===== src/rtl/alu_pkg.sv =====
// Shared ALU constants and the sequential left-shifter state type.
// ALU bit order: ALU index i maps to vector bit (WIDTH-1-i), so ALU index 0 is the MSB.
package alu_pkg;

    localparam int ALU_WIDTH = 20;
    localparam int ALU_CNT_W = 5;

    typedef enum logic [1:0] {
        IDLE  = 2'd0,
        SHIFT = 2'd1,
        DONE  = 2'd2
    } shftl_state_t;

endpackage


===== src/rtl/shftl_step.sv =====
// Combinational single-position left shift/rotate toward ALU index 0 (the MSB).
// The bit leaving ALU index 0 is reported on carry_out.
module shftl_step
    import alu_pkg::*;
#(
    parameter int WIDTH = ALU_WIDTH
) (
    input  logic [WIDTH-1:0] in,
    input  logic             rot,
    output logic [WIDTH-1:0] out,
    output logic             carry_out
);

    // On a rotate, the outgoing MSB re-enters at ALU index WIDTH-1 (the LSB).
    assign carry_out = in[WIDTH-1];
    assign out       = {in[WIDTH-2:0], rot & in[WIDTH-1]};

endmodule


===== src/rtl/shftl_seq.sv =====
// Multi-cycle left shifter: one position per clock, start/busy/done handshake, carry/zero flags.
// Define SHFTL_ROTATE_EN to add the rot input, which selects rotate instead of shift.
module shftl_seq
    import alu_pkg::*;
#(
    parameter int WIDTH = ALU_WIDTH,
    parameter int CNT_W = ALU_CNT_W
) (
    input  logic             clk,
    input  logic             rst_n,
    input  logic             start,
    input  logic [WIDTH-1:0] a,
    input  logic [CNT_W-1:0] amt,
`ifdef SHFTL_ROTATE_EN
    input  logic             rot,
`endif
    output logic             busy,
    output logic             done,
    output logic [WIDTH-1:0] out,
    output logic             carry,
    output logic             zero
);

    shftl_state_t     state;
    shftl_state_t     state_next;
    logic [WIDTH-1:0] sreg;
    logic [CNT_W-1:0] cnt;
    logic [CNT_W-1:0] load_cnt;
    logic             accept;
    logic             rot_q;
    logic [WIDTH-1:0] step_out;
    logic             step_carry;

    // Amounts beyond the datapath width behave exactly like a full-width shift.
    assign load_cnt = (amt > CNT_W'(WIDTH)) ? CNT_W'(WIDTH) : amt;
    assign accept   = start && (state != SHIFT);

    shftl_step #(
        .WIDTH(WIDTH)
    ) u_step (
        .in       (sreg),
        .rot      (rot_q),
        .out      (step_out),
        .carry_out(step_carry)
    );

    always_ff @(posedge clk or negedge rst_n) begin
        if (!rst_n) begin
            state <= IDLE;
        end else begin
            state <= state_next;
        end
    end

    always_comb begin
        // NOTE: assign a default before the case so every path drives state_next; otherwise a latch is inferred.
        state_next = state;
        unique case (state)
            IDLE, DONE: begin
                if (start) begin
                    state_next = (load_cnt == '0) ? DONE : SHIFT;
                end else begin
                    state_next = IDLE;
                end
            end
            SHIFT: begin
                if (cnt == CNT_W'(1)) begin
                    state_next = DONE;
                end
            end
            default: state_next = IDLE;
        endcase
    end

    always_comb begin
        busy = (state == SHIFT);
        done = (state == DONE);
    end

    // Datapath: capture on an accepted start, step while shifting, otherwise hold the last result.
    always_ff @(posedge clk or negedge rst_n) begin
        if (!rst_n) begin
            // NOTE: sequential state is written with <= so all registers update from pre-edge values.
            sreg  <= '0;
            carry <= 1'b0;
            cnt   <= '0;
        end else if (accept) begin
            sreg  <= a;
            carry <= 1'b0;
            cnt   <= load_cnt;
        end else if (state == SHIFT) begin
            sreg  <= step_out;
            carry <= step_carry;
            cnt   <= cnt - CNT_W'(1);
        end
    end

`ifdef SHFTL_ROTATE_EN
    always_ff @(posedge clk or negedge rst_n) begin
        if (!rst_n) begin
            rot_q <= 1'b0;
        end else if (accept) begin
            rot_q <= rot;
        end
    end
`else
    assign rot_q = 1'b0;
`endif

    assign out  = sreg;
    assign zero = (sreg == '0);

endmodule


===== config.mk =====
export PLATFORM = sky130hd
export DESIGN_NAME = shftl_seq
export DESIGN_NICKNAME = d
export VERILOG_FILES = /design/src/rtl/alu_pkg.sv /design/src/rtl/shftl_step.sv /design/src/rtl/shftl_seq.sv
export SDC_FILE = /design/constraint.sdc
export NUM_CORES = 1
export LEC_CHECK = 0
export ABC_AREA = 0
export CAP_MARGIN = 20
export CORE_MARGIN = 2
export CORE_UTILIZATION = 40
export DETAILED_ROUTE_END_ITERATION = 10
export PLACE_DENSITY_LB_ADDON = 0.2
export RECOVER_POWER = 25
export SETUP_SLACK_MARGIN = 0.15
export SKIP_CTS_REPAIR_TIMING = 1
export SLEW_MARGIN = 25
export SYNTH_ARGS = -nofsm -noshare
export SYNTH_HDL_FRONTEND = slang
export SYNTH_HIERARCHICAL = 1
export SYNTH_SLANG_ARGS = --single-unit

===== constraint.sdc =====
create_clock -name clk -period 2.4 [get_ports clk]
set_input_delay 0.48 -clock clk [delete_from_list [all_inputs] [get_ports clk]]
set_output_delay 0.48 -clock clk [all_outputs]
set_load 0.05 [all_outputs]

==> Word level (Yosys, flattened, before mapping) <==
Index checks and enable logic that the tools add are counted.
{ "classes": {"muxes": 11, "magnitude_cmp": 1, "add_sub_neg": 1, "n_reduce_logical": 6, "n_eq_ne": 5} }
{ "ops": {"columns": ["cell", "n"], "rows": [
  ["20-bit 2-to-1 mux", 2],
  ["20-bit zero test", 1],
  ["5-bit 2-to-1 mux", 3],
  ["2-bit 2-to-1 mux", 3],
  ["5-bit by 1-bit == test with 1-bit output (second input constant)", 1],
  ["5-bit greater-than comparator (second input constant)", 1],
  ["5-bit zero test", 1],
  ["5-bit by 1-bit subtractor with 5-bit output (second input constant)", 1],
  ["2-bit by 1-bit != test with 1-bit output (second input constant)", 2],
  ["2-bit one-hot mux with 2 select lines", 1],
  ["2-bit by 1-bit == test with 1-bit output (second input constant)", 1],
  ["2-bit == test (second input constant)", 1],
  ["2-bit zero test", 1],
  ["1-bit 2-to-1 mux", 2],
  ["2-bit nonzero test", 1],
  ["2-bit OR reduction", 1],
  ["1-bit logical AND", 1]
]} }
{ "word_totals": {"regBits": 28, "wordCells": 28, "out_inout_bits": 24, "in_bits": 28} }

==> Depth between registers and ports, before layout <==
{ "depth": {"word_depth": 6, "depth_mapped": 7, "mapped_depth_nobuf": 4} }

==> Hierarchy <==
Netlist, hierarchy kept.
{ "by_module_without_submodules": {"columns": ["module", "seq_area_each_um2", "area_per_inst_um2", "cells_each", "instances"], "rows": [
  ["shftl_seq", 700.7, 1467.7, 148, 1],
  ["shftl_step", 0.0, 156.4, 21, 1]
]} }

==> Worst setup path before layout <==
OpenSTA, ideal clock, no wires.
{ "synth_path": {"path_type": "flip-flop to output port", "startpoint": "register sreg[14] (netlist: out[14])", "endpoint": "output port zero", "t_arrival_ps": 1654, "required_time_ps": 1920, "path_buffers": 0, "path_stages_with_launch": 4, "slack_ps": 266, "path_cell_list": "dfrtp_1 nor4_1 nand3_1 nor2_1"} }
{ "synth_via": {"elab_chain_len": 1} }
{ "synth_rtl": {"columns": ["item", "line_no", "text"], "rows": [
  ["start, declared", "shftl_seq.sv:26", "logic [WIDTH-1:0] sreg;"],
  ["start signal, assigned", "shftl_seq.sv:92", "sreg <= step_out;"],
  ["20-bit zero test", "shftl_seq.sv:111", "assign zero = (sreg == '0);"],
  ["end, declared", "shftl_seq.sv:21", "output logic zero"]
]} }
No other way between the ends.

==> Worst setup path after layout <==
{ "layout_path": {"startpoint": "register state[0]", "endpoint": "output port done"} }
{ "layout_via": {"elab_chain_len": 1} }
{ "layout_rtl": {"columns": ["item", "line_no", "text"], "rows": [
  ["start, declared", "shftl_seq.sv:24", "shftl_state_t state;"],
  ["start signal, assigned", "shftl_seq.sv:51", "state <= state_next;"],
  ["2-bit == test", "shftl_seq.sv:77", "done = (state == DONE);"],
  ["end, declared", "shftl_seq.sv:18", "output logic done,"]
]} }
No other way between the ends.

==> flow_summary.yaml <==
yosys:
  avgSynthCellArea_um2: 9.61
  synth_nets: 199
  synthCells: 169
  yosysSeqAreaShare: 0.431
  synth_area_um2: 1620
  yosys_warnings: 6
  ys_types: 33
  ys_ff_latch: 28
flow_run:
  cap_violations: 0
die:
  rows: 23
  start_util: 0.412
  coreArea_um2: 3940
  die_w_um: 67.7
  num_io_pins: 52
  dieHeight_um: 67.7
  die_area_um2: 4590
global_route:
  antenna_found_initial: 0
  grt_pass1_vias: 1314
  overflow: 0
  grt_max_degree: 32
  grt_usage: 0.175
  grt_pass1_wl_mm: 6.06
final_layout:
  area_delta_synth_final_pct: 27.1
  antenna_cells: 0
  fin_util: 0.524
  fin_cells: 248
  fillers: 356
  fin_nets: 230
  register_area_um2: 701
  multi_input_area_um2: 698
  design_area_um2: 2060
  drive_gt1_frac: 0.0606
critical_path:
  criticalPathCategory: "flip-flop to output port"
  max_stage_delay_ns: 0.80
  required_ns: 1.92
  start_kind: "flip-flop"
  cp_max_fo: 4
  critPathSlowestCell: "clkdlybuf4s50_1"
  critPathBufInv: 1
  cp_top_family: "buffers and inverters"
  cp.arrival_ns: 1.59
  crit_path_end_kind: "output port"
  worstPathCellList: "nor2b_1 -> clkdlybuf4s50_1"
detailed_routing:
  via_per_inst: 5.13
  drt_iter0_markers: 90
  wl_per_cell_um: 14.0
  ant_nets: 0
  firstDrtPassIters: 4
  vias: 1273
  drt_wl_total_mm: 3.48
  remaining_drc_errors: 0
pwr:
  total_power_uw: 2760
  power.density_nw_per_um2: 1340
  irDropWorstVdd_uv: 742
  power_leakage_uw: 0.000901
timing:
  setup_viol: 0
  skew_ns: 0.00128
  hold_viol_final: 0
  max_slew_margin: 0.00770
  tns_ns: 0
  rsz0062_at_grt: "false"
  drv_slew: 0
  min_period_over_period: 0.864
  fin_crit_ns: 2.07
  worst_pin_slew_ns: 1.49
  fmax_mhz: 482
clock_network:
  cts_tree: "done"
  clk_root_buffer_cell: "clkbuf_8"
  clkTransAtPathRegs_ns: 0.09
  insertion_delay_ns: 0.27
  clock_sinks: 28
  cts_buffers: 3
  htree_levels: 1
  clk_path_buf_depth: 2
place:
  placed_area_um2: 2030
  hpwl_mm: 2.53
  place_inst: 245
  io_buffers: 51
  routabilityCongestion: 0.872
worst_hold_path:
  hold_path_class: "flip-flop to flip-flop"
outcome:
  status: "complete, no violations"
## flip-flops by register name, indices dropped and copies added, names as in the netlist
register,count
cnt,5
carry,1
state,2
out,20
## tightest hold or removal path: stages (launching register included)
cell and delay [ns]:
dfrtp_1 0.35, nand3b_1 0.07, nand2_1 0.06
## kinds of logic (layout without fill, tap and decap cells)
logic type | after synthesis | in the layout | share of synthesized area
compound gates | 31 | 31 | 0.116
fa+ha+maj | 2 | 2 | 0.0154
buf+inv | 33 | 62 | 0.139
flops | 28 | 28 | 0.431
mux | 22 | 22 | 0.142
other cells | 1 | 1 | 0.00231
simple gates | 52 | 52 | 0.154
## cells in the mapped netlist
cell type  count  area, um^2
nand3_1        8        40.0
ha_1           2        25.0
buf_4         23         173
mux2_4         2        30.0
o211a_1        1        10.0
nor2b_1        3        18.8
a221o_1        1        10.0
buf_2          4        20.0
nor3_1         2        10.0
o21bai_1       1        7.51
o21ai_0       19        95.1
and2_1         1        6.26
nand3b_1       1        7.51
nand2b_1       2        12.5
dfrtp_1       28         701
inv_1          3        11.3
mux2i_1       20         200
or4_1          1        7.51
conb_1         1        3.75
or3_1          1        6.26
nor2_1         2        7.51
o21ai_1        2        10.0
nor4b_1        1        8.76
o221ai_1       1        8.76
inv_4          1        6.26
a311oi_1       1        8.76
nand2_1       25        93.8
nor4_1         5        31.3
o31ai_2        1        12.5
o221a_1        1        11.3
a21oi_1        3        15.0
buf_6          1        11.3
clkbuf_1       1        3.75
## layout by cell type (no fill, tap or decap), types with 2 or more instances in the layout
cell type        netlist  routed
clkdlybuf4s50_1        0      49
dfrtp_1               28      28
nand2_1               25      25
mux2i_1               20      20
o21ai_0               19      19
nand3_1                8       8
nor4_1                 5       5
buf_4                 23       4
inv_1                  3       3
nor2b_1                3       3
a21oi_1                3       3
clkbuf_8               0       3
nand2b_1               2       2
nor2_1                 2       2
nor3_1                 2       2
mux2_4                 2       2
o21ai_1                2       2
ha_1                   2       2
## final timing paths
| check | slack [ns] | startpoint | to | depth (start not counted) |
|---|---|---|---|---|
| setup / recovery | 0.33 | state[0] | done | 2 |
| hold / removal | 0.51 | carry | carry | 2 |
| setup reg to reg | 0.72 | state[1] | cnt[3] | 4 |
| hold reg to reg | 0.51 | carry | carry | 2 |
| max in group asynchronous | 0.52 | rst_n | out[6] | 2 |
| min in group asynchronous | 1.02 | rst_n | out[17] | 2 |
## final cells by class
cell class | count | share of cell area
flip-flops and latches | 28 | 0.339
multi-input cells | 108 | 0.338
repair buffers | 55 | 0.264
well taps | 50 | 0.0303
clock buffers | 3 | 0.0200
inverters | 4 | 0.00848
## per-layer routing
| metal | routed length [um] | share of wire | GRT usage | up-vias |
|---|---|---|---|---|
| met5 | 0 | 0 | 0 | - |
| met4 | 29 | 0.0083 | 0.0561 | 0 |
| met1 | 1540 | 0.44 | 0.226 | 591 |
| li1 | - | - | - | 630 |
| met3 | 249 | 0.072 | 0.0333 | 4 |
| met2 | 1660 | 0.48 | 0.294 | 48 |
## stage by stage
| step | worst slack, ns | hold WS [ns] |
|---|---|---|
| after floorplan | 0.266 | 0.184 |
| after global placement | 0.568 | 0.498 |
| after detailed placement | 0.525 | 0.498 |
| after CTS | 0.309 | 0.522 |
| after global routing | 0.158 | 0.586 |
| final | 0.326 | 0.514 |
## report_power, final
group | internal, uW | switching, uW | leakage (uW) | total [uW]
combinational | 589 | 1000 | 0.000532 | 1590
clock | 113 | 140 | 0.0000216 | 253
sequential | 686 | 226 | 0.000347 | 912
Note: power is estimated with default switching activity, not from simulation.
